<file path="src/rtl/fetch_pkg.sv">
// Shared fetch-stage types: prediction kinds and the sequential fetch-block helper.
package fetch_pkg;

  typedef enum logic [1:0] {
    PRED_JUMP = 2'd0,
    PRED_CALL = 2'd1,
    PRED_RET  = 2'd2,
    PRED_RSVD = 2'd3
  } pred_type_e;

  localparam int FETCH_MAX_XLEN = 64;

  // Start of the next fetch block; callers truncate to their own XLEN, which
  // gives the modulo-2^XLEN wrap for free.
  function automatic logic [FETCH_MAX_XLEN-1:0] fetch_seq_pc(
    input logic [FETCH_MAX_XLEN-1:0] pc,
    input int unsigned               fetch_bytes
  );
    logic [FETCH_MAX_XLEN-1:0] blk;
    blk = FETCH_MAX_XLEN'(fetch_bytes);
    return (pc & ~(blk - 1'b1)) + blk;
  endfunction

endpackage

</file>
<file path="src/rtl/fetch_ras.sv">
// Circular return-address stack; a push when full overwrites the oldest entry.
module fetch_ras
  import fetch_pkg::*;
#(
  parameter int RAS_DEPTH = 8,
  parameter int XLEN      = 32
) (
  input  logic                       clk,
  input  logic                       rst,
  input  logic                       push,
  input  logic                       pop,
  input  logic [XLEN-1:0]            push_addr,
  output logic [XLEN-1:0]            top,
  output logic [$clog2(RAS_DEPTH):0] count
);
  localparam int            PW   = $clog2(RAS_DEPTH);
  localparam logic [PW:0]   FULL = (PW+1)'(RAS_DEPTH);

  logic [XLEN-1:0] mem_q [RAS_DEPTH];
  logic [PW-1:0]   ptr_q;
  logic [PW:0]     cnt_q;

  // ptr_q names the next free slot, so the top lives one below it.
  always_ff @(posedge clk or posedge rst) begin
    if (rst) begin
      for (int i = 0; i < RAS_DEPTH; i++) mem_q[i] <= '0;
      ptr_q <= '0;
      cnt_q <= '0;
    end else if (push) begin
      mem_q[ptr_q] <= push_addr;
      ptr_q        <= ptr_q + 1'b1;
      if (cnt_q != FULL) cnt_q <= cnt_q + 1'b1;
    end else if (pop && cnt_q != '0) begin
      ptr_q <= ptr_q - 1'b1;
      cnt_q <= cnt_q - 1'b1;
    end
  end

  assign top   = mem_q[ptr_q - 1'b1];
  assign count = cnt_q;

endmodule

</file>
<file path="src/rtl/fetch_pc_gen.sv">
// Next-fetch-PC selection: redirect > prediction > sequential > hold.
// Define FETCH_RAS_EN to build the return-address stack; otherwise CALL/RET act as JUMP.
module fetch_pc_gen
  import fetch_pkg::*;
#(
  parameter int              XLEN        = 32,
  parameter int              FETCH_BYTES = 4,
  parameter int              RAS_DEPTH   = 8,
  parameter logic [XLEN-1:0] RESET_PC    = '0
) (
  input  logic                       clk,
  input  logic                       rst,
  input  logic                       redirect_valid,
  input  logic [XLEN-1:0]            redirect_pc,
  input  logic                       pred_valid,
  input  logic [1:0]                 pred_type,
  input  logic [XLEN-1:0]            pred_target,
  input  logic [XLEN-1:0]            pred_link,
  input  logic                       fetch_ready,
  output logic                       fetch_valid,
  output logic [XLEN-1:0]            fetch_pc,
  output logic [$clog2(RAS_DEPTH):0] ras_count
);
  localparam int CW = $clog2(RAS_DEPTH) + 1;

  logic            fetch_valid_q;
  logic [XLEN-1:0] fetch_pc_q, pc_d, seq_pc;
  logic [XLEN-1:0] ras_top;
  logic [CW-1:0]   ras_cnt;
  logic            ras_push, ras_pop, pred_hit, hs;
  pred_type_e      pt;

  assign pt       = pred_type_e'(pred_type);
  assign pred_hit = pred_valid && (pt != PRED_RSVD);
  assign hs       = fetch_valid_q && fetch_ready;
  assign seq_pc   = XLEN'(fetch_seq_pc(FETCH_MAX_XLEN'(fetch_pc_q), FETCH_BYTES));

  always_comb begin
    pc_d     = fetch_pc_q;
    ras_push = 1'b0;
    ras_pop  = 1'b0;
    if (redirect_valid) begin
      pc_d = redirect_pc;
    end else if (pred_hit) begin
      case (pt)
        PRED_CALL: begin
          pc_d     = pred_target;
          ras_push = 1'b1;
        end
        PRED_RET: begin
          // Empty stack falls back to the predecoded target without popping.
          if (ras_cnt != '0) begin
            pc_d    = ras_top;
            ras_pop = 1'b1;
          end else begin
            pc_d = pred_target;
          end
        end
        default: pc_d = pred_target;
      endcase
    end else if (hs) begin
      pc_d = seq_pc;
    end
  end

  always_ff @(posedge clk or posedge rst) begin
    if (rst) begin
      fetch_valid_q <= 1'b0;
      fetch_pc_q    <= RESET_PC;
    end else begin
      fetch_valid_q <= 1'b1;
      fetch_pc_q    <= pc_d;
    end
  end

`ifdef FETCH_RAS_EN
  fetch_ras #(
    .RAS_DEPTH (RAS_DEPTH),
    .XLEN      (XLEN)
  ) u_ras (
    .clk       (clk),
    .rst       (rst),
    .push      (ras_push),
    .pop       (ras_pop),
    .push_addr (pred_link),
    .top       (ras_top),
    .count     (ras_cnt)
  );
`else
  // With no stack, a zero count steers RET to pred_target and CALL never pushes.
  assign ras_top = '0;
  assign ras_cnt = '0;
  logic unused_ras;
  assign unused_ras = ras_push ^ ras_pop ^ (^pred_link) ^ (^ras_top);
`endif

  assign fetch_valid = fetch_valid_q;
  assign fetch_pc    = fetch_pc_q;
  assign ras_count   = ras_cnt;

endmodule

</file>
<file path="config.mk">
export PLATFORM = sky130hd
export DESIGN_NAME = fetch_pc_gen
export DESIGN_NICKNAME = d
export VERILOG_FILES = /design/src/rtl/fetch_pkg.sv /design/src/rtl/fetch_ras.sv /design/src/rtl/fetch_pc_gen.sv
export SDC_FILE = /design/constraint.sdc
export NUM_CORES = 1
export LEC_CHECK = 0
export ABC_AREA = 1
export ABC_CLOCK_PERIOD_IN_PS = 4170
export CAP_MARGIN = 20
export CORE_ASPECT_RATIO = 1.2
export CORE_MARGIN = 5
export CORE_UTILIZATION = 40
export DETAILED_ROUTE_END_ITERATION = 16
export GPL_TIMING_DRIVEN = 0
export PLACE_DENSITY = 0.87
export SETUP_SLACK_MARGIN = 0.4
export SLEW_MARGIN = 10
export SYNTH_ARGS = -nofsm -noshare
export SYNTH_HDL_FRONTEND = slang
export SYNTH_HIERARCHICAL = 1
export SYNTH_SLANG_ARGS = --single-unit
</file>
<file path="constraint.sdc">
create_clock -name clk -period 4.17 [get_ports clk]
set_input_delay 1.0425 -clock clk [delete_from_list [all_inputs] [get_ports clk]]
set_output_delay 1.0425 -clock clk [all_outputs]
set_load 0.01 [all_outputs]
</file>
==> reports/results.txt <==
WHS Path Cells: 2
Flop-to-flop setup slack: 2480 ps
Setup ws final: 1550 ps
Share of layout cells above drive strength 1: 6.00%
DIE AREA: 0.00893 mm2
ANT cells: 0
CP max stage cell: clkdlybuf4s50_1
Synthesized area: 0.00285 mm2
WP data arrival: 2800 ps
Crit-path max cell delay: 540 ps
Core box area: 0.00690 mm2
DRC: 0
CTS Buf Count: 5
Clk root buf: clkbuf_8
Post-synth top cells: nand2_1, nor2_1, nand3_1
Max Freq: 0.381 GHz
XOR/XNOR share of the synthesized area: 1.23%
Crit Path Class: in2reg
Simple-gate share of the synthesized area: 54.6%
Number of buffers and inverters on the critical path: 4
Post-Synth Adder-Cell Area: 0.438%
Final Setup Violations: 0
Syn Inst Count: 503
Top cells by area, synth: dfrtp_1, nand2_1, nor2_1
Peak supply drop: 0.182 mV
Worst path top cell family by delay: buffers and inverters
Chip height: 103 um
TritonRoute pass-1 iters: 5
Hold EP: fetch_pc[0]
Syn avg cell area: 5.67 um2
Cts repair resizes: 0
I/O pins: 140
Via count: 3406
Sum of negative setup slack: 0 ps
Max_cap viols: 0
YS warnings: 6
Total track usage: 21.6%
Antenna violations before repair: 0
Post-synthesis compound-gate area fraction: 5.13%
Starting DRT DRC Count: 171
Status: finished clean
Async set or reset register ratio after synthesis: 100%
Chip width: 87.1 um
DP HPWL: 7.45 mm
Vias in the first global route: 3317
Setup Skew: 6.51 ps
Largest family of logic cells by synthesized area: simple AND/OR/NAND/NOR gates
Top cell by count, worst path: nand2_1
CTS tree: yes
Clk Latency, worst-skew pair: 290 ps
Post-synth top area cell: dfrtp_1
Grt ovf: 0
Mux cell area share after synthesis: 0%
HP Class: reg2reg
Hold Path Origin: fetch_pc[0]
Distinct cells, synth: 28
Worst r2r src: fetch_pc[3]
Critical Path RT: 4350 ps
Area grow syn2layout: 43.1%
Seq pwr share: 39.1%
Global-route wire length before repair: 15.3 mm
Routability cong.: 0.909
Clock power frac: 21.5%
Power after layout: 1100 uW
R2r endpoint: fetch_pc[16]
Internal: 703 uW
Hold_ws: 493 ps
Dpl cell area: 0.00401 mm2
Final WL: 9.37 mm
Synth top area share: 28.9%
Sequential cell area fraction in the yosys report: 28.9%
Sw Ratio: 36.3%
Lkg Pwr: 0.00198 uW
RSZ-0062 raised after global routing: no
Synth Flop Type: dfrtp_1
Power per cell area: 270 mW/mm2
Worst Tran Pin Value: 721 ps
H-Tree Depth: 2
# hold bufs at CTS: 0
Number of flops mapped to enable cells by yosys: 0
Combinational share of power: 39.4%
Clock Tree Buf Depth: 2
Design area: 0.00409 mm2
Port buffer count: 103
Post-route minimum period: 2620 ps
Dpl ws: 1280 ps
Clock transition at the registers of the reported paths: 70 ps
Final Max Tran Viols: 0
Crit Path Max Fanout: 10
Worst Reg-to-Reg Cells: 10
DR vias/cell: 4.84
CP startpoint: redirect_valid
Initial Utilization: 41.4%
CTS Sinks: 33
Worst path cell trace: clkdlybuf4s50_1 > inv_1 > buf_2 > buf_1 > nand3_1 > nand2_1 > nand2_1
Critical path endpoint category: flip-flop
Row count: 33
Detailed-route wire length per cell: 13.3 um
FF+latch count, synth: 33
Final period util: 62.9%
CP startpoint kind: primary input
Slew headroom: 51.9%
Hold Fails Final Rpt: 0
Largest net degree at the start of global routing: 34
Final nets: 720
P_sw: 402 uW
Post CTS Setup Buffer Count: 0
Post-route antenna net violation count: 0
Most frequent cell after synthesis: nand2_1
-- tightest hold or removal path, delay by kind of cell, from the launching register on --
kind | cells | cell delay [ps]
flip-flops | 1 | 350
AND/OR/NAND/NOR | 2 | 120
-- cell type report --
class / count / area, um2
fillers: 707 / 2810
multi-input cells: 408 / 1770
repair buffers: 103 / 1030
flip-flops and latches: 33 / 826
inverters: 43 / 161
well taps: 87 / 109
plain buffers: 22 / 108
clock buffers: 8 / 80.1
-- worst max path at each step --
stage | endpoint | slack, ps | cells past startpoint
final | fetch_pc[16] | 1550 | 7
after global routing | fetch_pc[21] | 1450 | 8
after CTS | fetch_pc[16] | 1580 | 7
after detailed placement | fetch_pc[13] | 1280 | 7
after global placement | fetch_pc[16] | 1310 | 7
after floorplan | fetch_pc[13] | 2250 | 8
-- registers in the layout (all words and copies together) (netlist names) --
register	cells
fetch_valid	1
fetch_pc	32
-- power by group through the flow --
stage / Clock (uW) / Combinational [uW] / Sequential, uW
floorplan: 0 / 208 / 441
global placement: 0 / 427 / 435
detailed placement: 0 / 435 / 437
CTS: 244 / 438 / 431
global route: 254 / 484 / 442
finish: 238 / 435 / 432
-- cells in the final DEF (no fill, tap or decap), types with 2 or more instances in the layout --
master / n
dfrtp_1: 33
nor2_4: 5
or2_2: 2
a21oi_1: 2
inv_1: 41
o211ai_1: 2
buf_4: 4
o22ai_1: 3
nor2_1: 86
o21ai_0: 4
nand2_4: 2
inv_2: 2
clkbuf_1: 11
nand3_1: 52
clkdlybuf4s50_1: 103
nor2_2: 6
conb_1: 5
a31oi_1: 2
nand2_2: 3
clkbuf_8: 5
buf_2: 8
buf_1: 2
nand2_1: 217
o21bai_1: 7
o21ai_1: 2
xnor2_1: 4
-- per-stage QoR --
step,instances,util (%)
final,704,59.2
after global routing,704,59.2
after CTS,704,59.2
after detailed placement,696,58.1
after global placement,696,58.1
after floorplan,506,-
-- routing by layer --
layer | track usage [%] | up-vias | wire length, um
li1 | - | 1755 | -
met1 | 25.7 | 1506 | 3800
met2 | 39.0 | 130 | 4720
met3 | 4.16 | 15 | 683
met4 | 6.97 | 0 | 166
met5 | 0 | - | 0
-- cell families (layout without fill, tap and decap cells) --
kind of cell | Yosys count | count (layout)
DFF | 33 | 33
and+or+nand+nor | 375 | 375
adders and majority gates | 1 | 1
AOI/OAI and AO/OA | 23 | 23
other | 2 | 5
xor gates and xnor gates | 4 | 4
buffers and inverters | 65 | 176
(Power assumes the default switching activity.)
